[src/rtl/rr_arb_mux_nto1.sv]
// rr_arb_mux_nto1
// ----------------------------------------------------------------------------
// Round-robin arbiter plus N-to-1 valid/ready/payload mux. It shares one
// destination port between N source ports. A grant is held across multi-beat
// packets, which end with a last flag. A grant is also held while the
// destination stalls a beat, so a presented beat never changes under
// backpressure.
//
// Parameters:
//   N      number of source ports (2..16)
//   PLD_W  payload width in bits
//   IDX_W  width of the grant index (derived from N; leave at default)
//
// Ports:
//   clk       clock; all state changes on the rising edge
//   rst_n     asynchronous active-low reset
//   vld_src   per-source valid, bit i belongs to source i
//   pld_src   packed payloads, source i at [i*PLD_W +: PLD_W]
//   last_src  per-source last-beat-of-packet flag
//   rdy_src   per-source ready (only the granted bit can be high)
//   vld_dst   destination valid
//   pld_dst   destination payload (zero when nothing is granted)
//   last_dst  destination last flag (zero when nothing is granted)
//   rdy_dst   destination ready
//   gnt_oh    one-hot current grant, zero when nothing is granted
//   gnt_idx   binary index of the current grant, zero when gnt_oh is zero
//   locked    high while a grant is being held
//
// Build option:
//   RR_MUX_OUT_REG_EN  When this macro is defined, a two-entry skid buffer
//                      registers the destination side. This adds one cycle of
//                      latency. Source ready then comes from the buffer's
//                      not-full flag.
// ----------------------------------------------------------------------------
module rr_arb_mux_nto1 #(
    parameter int N     = 3,
    parameter int PLD_W = 4,
    parameter int IDX_W = $clog2(N)
) (
    input  logic               clk,
    input  logic               rst_n,
    input  logic [N-1:0]       vld_src,
    input  logic [N*PLD_W-1:0] pld_src,
    input  logic [N-1:0]       last_src,
    output logic [N-1:0]       rdy_src,
    output logic               vld_dst,
    output logic [PLD_W-1:0]   pld_dst,
    output logic               last_dst,
    input  logic               rdy_dst,
    output logic [N-1:0]       gnt_oh,
    output logic [IDX_W-1:0]   gnt_idx,
    output logic               locked
);

    typedef enum logic {
        IDLE = 1'b0,
        LOCK = 1'b1
    } state_t;

    state_t             state;
    logic [IDX_W-1:0]   ptr;
    logic [IDX_W-1:0]   lock_idx;

    logic               gnt_any;
    logic [IDX_W-1:0]   gnt_sel;
    logic [IDX_W:0]     cand;

    logic               sel_vld;
    logic               sel_last;
    logic [PLD_W-1:0]   sel_pld;
    logic               sel_rdy;
    logic               src_hs;

    // Advance the priority pointer. An explicit compare is used so that
    // non-power-of-two N wraps back to 0.
    function automatic logic [IDX_W-1:0] wrap_inc(input logic [IDX_W-1:0] v);
        if (v == IDX_W'(N - 1)) begin
            return '0;
        end
        return v + IDX_W'(1);
    endfunction

    // Grant selection.
    // While locked, the held index wins unconditionally.
    // Otherwise, scan from ptr upward with wrap-around and take the first
    // valid source.
    // Reset masks the grant so that nothing is presented while rst_n is low.
    always_comb begin
        gnt_any = 1'b0;
        gnt_sel = '0;
        cand    = '0;
        if (!rst_n) begin
            gnt_any = 1'b0;
        end else if (state == LOCK) begin
            gnt_any = 1'b1;
            gnt_sel = lock_idx;
        end else begin
            for (int k = 0; k < N; k++) begin
                cand = {1'b0, ptr} + (IDX_W + 1)'(k);
                if (cand >= (IDX_W + 1)'(N)) begin
                    cand = cand - (IDX_W + 1)'(N);
                end
                if (!gnt_any && vld_src[cand[IDX_W-1:0]]) begin
                    gnt_any = 1'b1;
                    gnt_sel = cand[IDX_W-1:0];
                end
            end
        end
    end

    // Source-side mux.
    // This picks the granted source's valid, last and payload, and builds
    // the one-hot grant. Every value stays zero when there is no grant.
    always_comb begin
        gnt_oh   = '0;
        sel_vld  = 1'b0;
        sel_last = 1'b0;
        sel_pld  = '0;
        for (int i = 0; i < N; i++) begin
            if (gnt_any && (gnt_sel == IDX_W'(i))) begin
                gnt_oh[i] = 1'b1;
                sel_vld   = vld_src[i];
                sel_last  = last_src[i];
                sel_pld   = pld_src[i*PLD_W +: PLD_W];
            end
        end
    end

    assign gnt_idx = gnt_sel;
    assign rdy_src = gnt_oh & {N{sel_rdy}};
    assign src_hs  = sel_vld && sel_rdy;

`ifdef RR_MUX_OUT_REG_EN

    logic [PLD_W:0] buf_mem [2];
    logic           buf_wr;
    logic           buf_rd;
    logic [1:0]     buf_cnt;
    logic           buf_push;
    logic           buf_pop;

    assign sel_rdy  = (buf_cnt != 2'd2);
    assign buf_push = src_hs;
    assign vld_dst  = (buf_cnt != 2'd0);
    assign buf_pop  = vld_dst && rdy_dst;

    assign {last_dst, pld_dst} = vld_dst ? buf_mem[buf_rd] : '0;

    // Two-entry skid buffer.
    // Writing and reading in the same cycle keeps the occupancy constant.
    // This lets a continuously ready destination take one beat per cycle,
    // and the second entry absorbs the beat that is in flight when the
    // destination stalls.
    always_ff @(posedge clk or negedge rst_n) begin
        if (!rst_n) begin
            buf_mem[0] <= '0;
            buf_mem[1] <= '0;
            buf_wr     <= 1'b0;
            buf_rd     <= 1'b0;
            buf_cnt    <= 2'd0;
        end else begin
            if (buf_push) begin
                buf_mem[buf_wr] <= {sel_last, sel_pld};
                buf_wr          <= ~buf_wr;
            end
            if (buf_pop) begin
                buf_rd <= ~buf_rd;
            end
            case ({buf_push, buf_pop})
                2'b10:   buf_cnt <= buf_cnt + 2'd1;
                2'b01:   buf_cnt <= buf_cnt - 2'd1;
                default: buf_cnt <= buf_cnt;
            endcase
        end
    end

`else

    // Zero-latency path: the destination sees the granted source directly.
    assign sel_rdy  = rdy_dst;
    assign vld_dst  = sel_vld;
    assign pld_dst  = sel_pld;
    assign last_dst = sel_last;

`endif

    // Grant FSM.
    // In IDLE, any presented beat that does not complete a packet locks the
    // grant. This covers both a stalled beat and an accepted non-last beat.
    // A single-beat packet that completes in IDLE only rotates the pointer.
    // In LOCK, the grant is released only by the last handshake. The
    // pointer then moves to the source just after the one that was served.
    always_ff @(posedge clk or negedge rst_n) begin
        if (!rst_n) begin
            state    <= IDLE;
            ptr      <= '0;
            lock_idx <= '0;
            locked   <= 1'b0;
        end else begin
            case (state)
                IDLE: begin
                    if (sel_vld && !(src_hs && sel_last)) begin
                        state    <= LOCK;
                        lock_idx <= gnt_sel;
                        locked   <= 1'b1;
                    end else if (src_hs && sel_last) begin
                        ptr <= wrap_inc(gnt_sel);
                    end
                end
                LOCK: begin
                    if (src_hs && sel_last) begin
                        state  <= IDLE;
                        locked <= 1'b0;
                        ptr    <= wrap_inc(lock_idx);
                    end
                end
                default: begin
                    state  <= IDLE;
                    locked <= 1'b0;
                end
            endcase
        end
    end

endmodule

[config.mk]
export PLATFORM = sky130hd
export DESIGN_NAME = rr_arb_mux_nto1
export DESIGN_NICKNAME = d
export VERILOG_FILES = /design/src/rtl/rr_arb_mux_nto1.sv
export SDC_FILE = /design/constraint.sdc
export NUM_CORES = 1
export LEC_CHECK = 0
export ABC_AREA = 1
export CORE_MARGIN = 2
export CORE_UTILIZATION = 43
export DETAILED_ROUTE_END_ITERATION = 7
export GPL_TIMING_DRIVEN = 0
export PLACE_DENSITY = 0.88
export SETUP_SLACK_MARGIN = 0.1
export SLEW_MARGIN = 10
export SYNTH_ARGS = -nofsm -noshare
export SYNTH_HDL_FRONTEND = slang
export SYNTH_SLANG_ARGS = --single-unit
[constraint.sdc]
create_clock -name clk -period 4.35 [get_ports clk]
set_clock_uncertainty 0.15 [all_clocks]
set_input_delay 0.87 -clock clk [delete_from_list [all_inputs] [get_ports clk]]
set_output_delay 0.87 -clock clk [all_outputs]
set_load 0.005 [all_outputs]
==> results.toml <==
[outcome]
run_status = "completed"

[clock_network]
post-cts-setup-buffer-count = 0
cts.sinks = 6
cts_made_buffers = 3
clkTransAtPathRegs_ps = 40
cts_buffer_depth = 2
cts_tree = "yes"
htreeDepth = 1
cts_root_buf = "clkbuf_4"
insertion_delay_ps = 240

[detailed_routing]
ant_nets = 0
wl_mm = 1.85
vias_per_cell = 4.98
vias = 832
drc = 0
avgRoutedWirePerCell_um = 11.1
dr.pass1.iters = 4
first_iter_violations = 31

[finish]
syn_to_final_growth_pct = 54.3
layout-drive-gt1-share_pct = 15.9
fin_cells = 167
nNetsFinal = 176
num_antenna_cells = 0

[timing]
finalHoldViolCount = 0
slew_viol_final = 0
tightest_slew_ps = 295
fin_crit_sh_pct = 93.4
rsz0062_at_grt = "no"
finalSetupViolCount = 0
clock.fmax_mhz = 246
relSlewSlack_pct = 80.3
post-route-min-period_ps = 4060
tns_ps = 0

[synth]
ys_types = 23
synth_area_um2 = 728
synth-edff-count = 0
yosysWarnings = 0
synth_top_area_cell = "dfrtp_1"
yosys-top-cells-area = "dfrtp_1, nand2_1, inv_1"
synth_seq_cells = 6
synth_fp_nets = 136
synth_cells = 113
syn_area_per_cell_um2 = 6.44
yosysSeqAreaShare_pct = 20.6
postSynth.asyncResetShare_pct = 100
ys.flop_type = "dfrtp_1"
netlist.area_leader.share_pct = 20.6

[floorplanning]
start_util_pct = 47.2
die_y_um = 45.2
core_area_um2 = 1540
rows = 14
design.die.area_um2 = 2040
fp.dieW_um = 45.2
ios = 36

[placed_design]
placedCellCount = 164
port_buffers = 35
place.gp.congestion = 0.854
dp_hpwl_mm = 1.57

[worst_setup_path]
critPathLaunch = "vld_src[2]"
r2r-start = "ptr[0]"
worstPathArrival_ps = 3040
start_kind = "input port"
crit_type = "input port to output pin"
end_kind = "output pin"
worstPathMaxFanout = 8
required_ps = 3330

[pwr]
p_leak_nw = 0.549
powerDensity_nw_per_um2 = 515
ir_drop_mv = 0.329

[global_routing]
first_global_vias = 703
track_usage_pct = 18.1
antenna_found_initial = 0
grt_pass1_wl_mm = 2.77
grt_max_degree = 9
overflow = 0

[flow_run]
maxCapViolCount = 0

[worst_hold_path]
min_from = "lock_idx[1]"
holdCritPathClass = "register to register"
## layout make-up
class	count	area (um2)
Clock buffer	3	22.5
Fill cell	138	418
Multi-Input combinational cell	86	495
Timing Repair Buffer	35	350
Sequential cell	6	150
Tap cell	16	20.0
Inverter	21	85.1
## per-layer routing
metal  up-vias  global-route usage, %  wire (um)
met2        15                   28.9        930
met4         0                   5.29          7
li1        445                      -          -
met1       370                   25.2        830
met3         2                   2.40         82
met5         -                      0          0
## path summary, 6_finish.rpt
check                      slack, ps  depth (start not counted)           to
min reg2reg                      370                          2  lock_idx[1]
max in group asynchronous       3090                          1       ptr[0]
max reg2reg                     1820                         18       locked
min in group asynchronous        730                          1  lock_idx[0]
max                              290                         12      vld_dst
min                              370                          2  lock_idx[1]
## synth_stat cells (2+ instances only)
cell type,n
nand2_1,28
inv_1,18
nand3_1,12
nor2_1,10
dfrtp_1,6
nand3_2,6
a21oi_1,4
nand2_4,4
nand4_1,4
o21ai_1,4
ha_1,2
nand2_2,2
nor2_2,2
nor3_1,2
## flip-flops by register name (all words and copies together) (netlist names)
signal    flops
lock_idx      2
locked        1
ptr           2
state         1
## worst max-delay path, cell delays in order
cell and delay [ps]:
clkdlybuf4s50_1 540, nand3_1 160, nand2_1 100, nor2_1 40, a21oi_1 160, nand3_2 130
nand2_4 140, nand2_4 90, or2_1 220, nand2_2 120, inv_1 50, clkdlybuf4s50_1 430
## what timing repair did
item                       CTS  global route
resized for setup            0             1
setup endpoints to repair    0             4
hold buffers                 0             0
## where the power goes
group / internal, mW / switching (mW) / leakage [nW]
combinational: 0.199 / 0.238 / 0.462
sequential: 0.0784 / 0.0153 / 0.0728
clock: 0.0310 / 0.0177 / 0.0138
total: 0.308 / 0.271 / 0.549
## layout by cell type, fill, tap and decap left out, drive strengths merged
cell            n
clkdlybuf4s50  35
nand2          34
inv            19
nand3          19
nor2           13
dfrtp           6
a21oi           4
nand4           4
o21ai           4
clkbuf          3
nor3            2
ha              2
clkinv          2
or2             2
o211ai          1
o32ai           1
## stage by stage
| stage | power (mW) | hold WS, ps | setup slack, ps | area, um2 | utilization, % |
|---|---|---|---|---|---|
| 2_1_floorplan | 0.370 | 309 | 1390 | 728 | - |
| 3_3_place_gp | 0.523 | 336 | 262 | 1100 | 71.3 |
| 3_5_place_dp | 0.530 | 362 | 253 | 1100 | 71.3 |
| 4_1_cts | 0.585 | 374 | 239 | 1120 | 72.7 |
| 5_1_grt | 0.635 | 386 | 130 | 1120 | 72.9 |
| 6_report | 0.579 | 368 | 288 | 1120 | 72.9 |
## logic make-up (layout without fill, tap and decap cells)
family                   after synthesis  count (layout)  synth area share [%]
adder cells (fa/ha/maj)                2               2                  3.44
buffers and inverters                 21              59                  11.7
AO/OA/AOI/OAI                         10              10                  7.73
flip-flops                             6               6                  20.6
AND/OR/NAND/NOR                       74              74                  56.5
No activity file was read; power rests on OpenSTA's default activity.
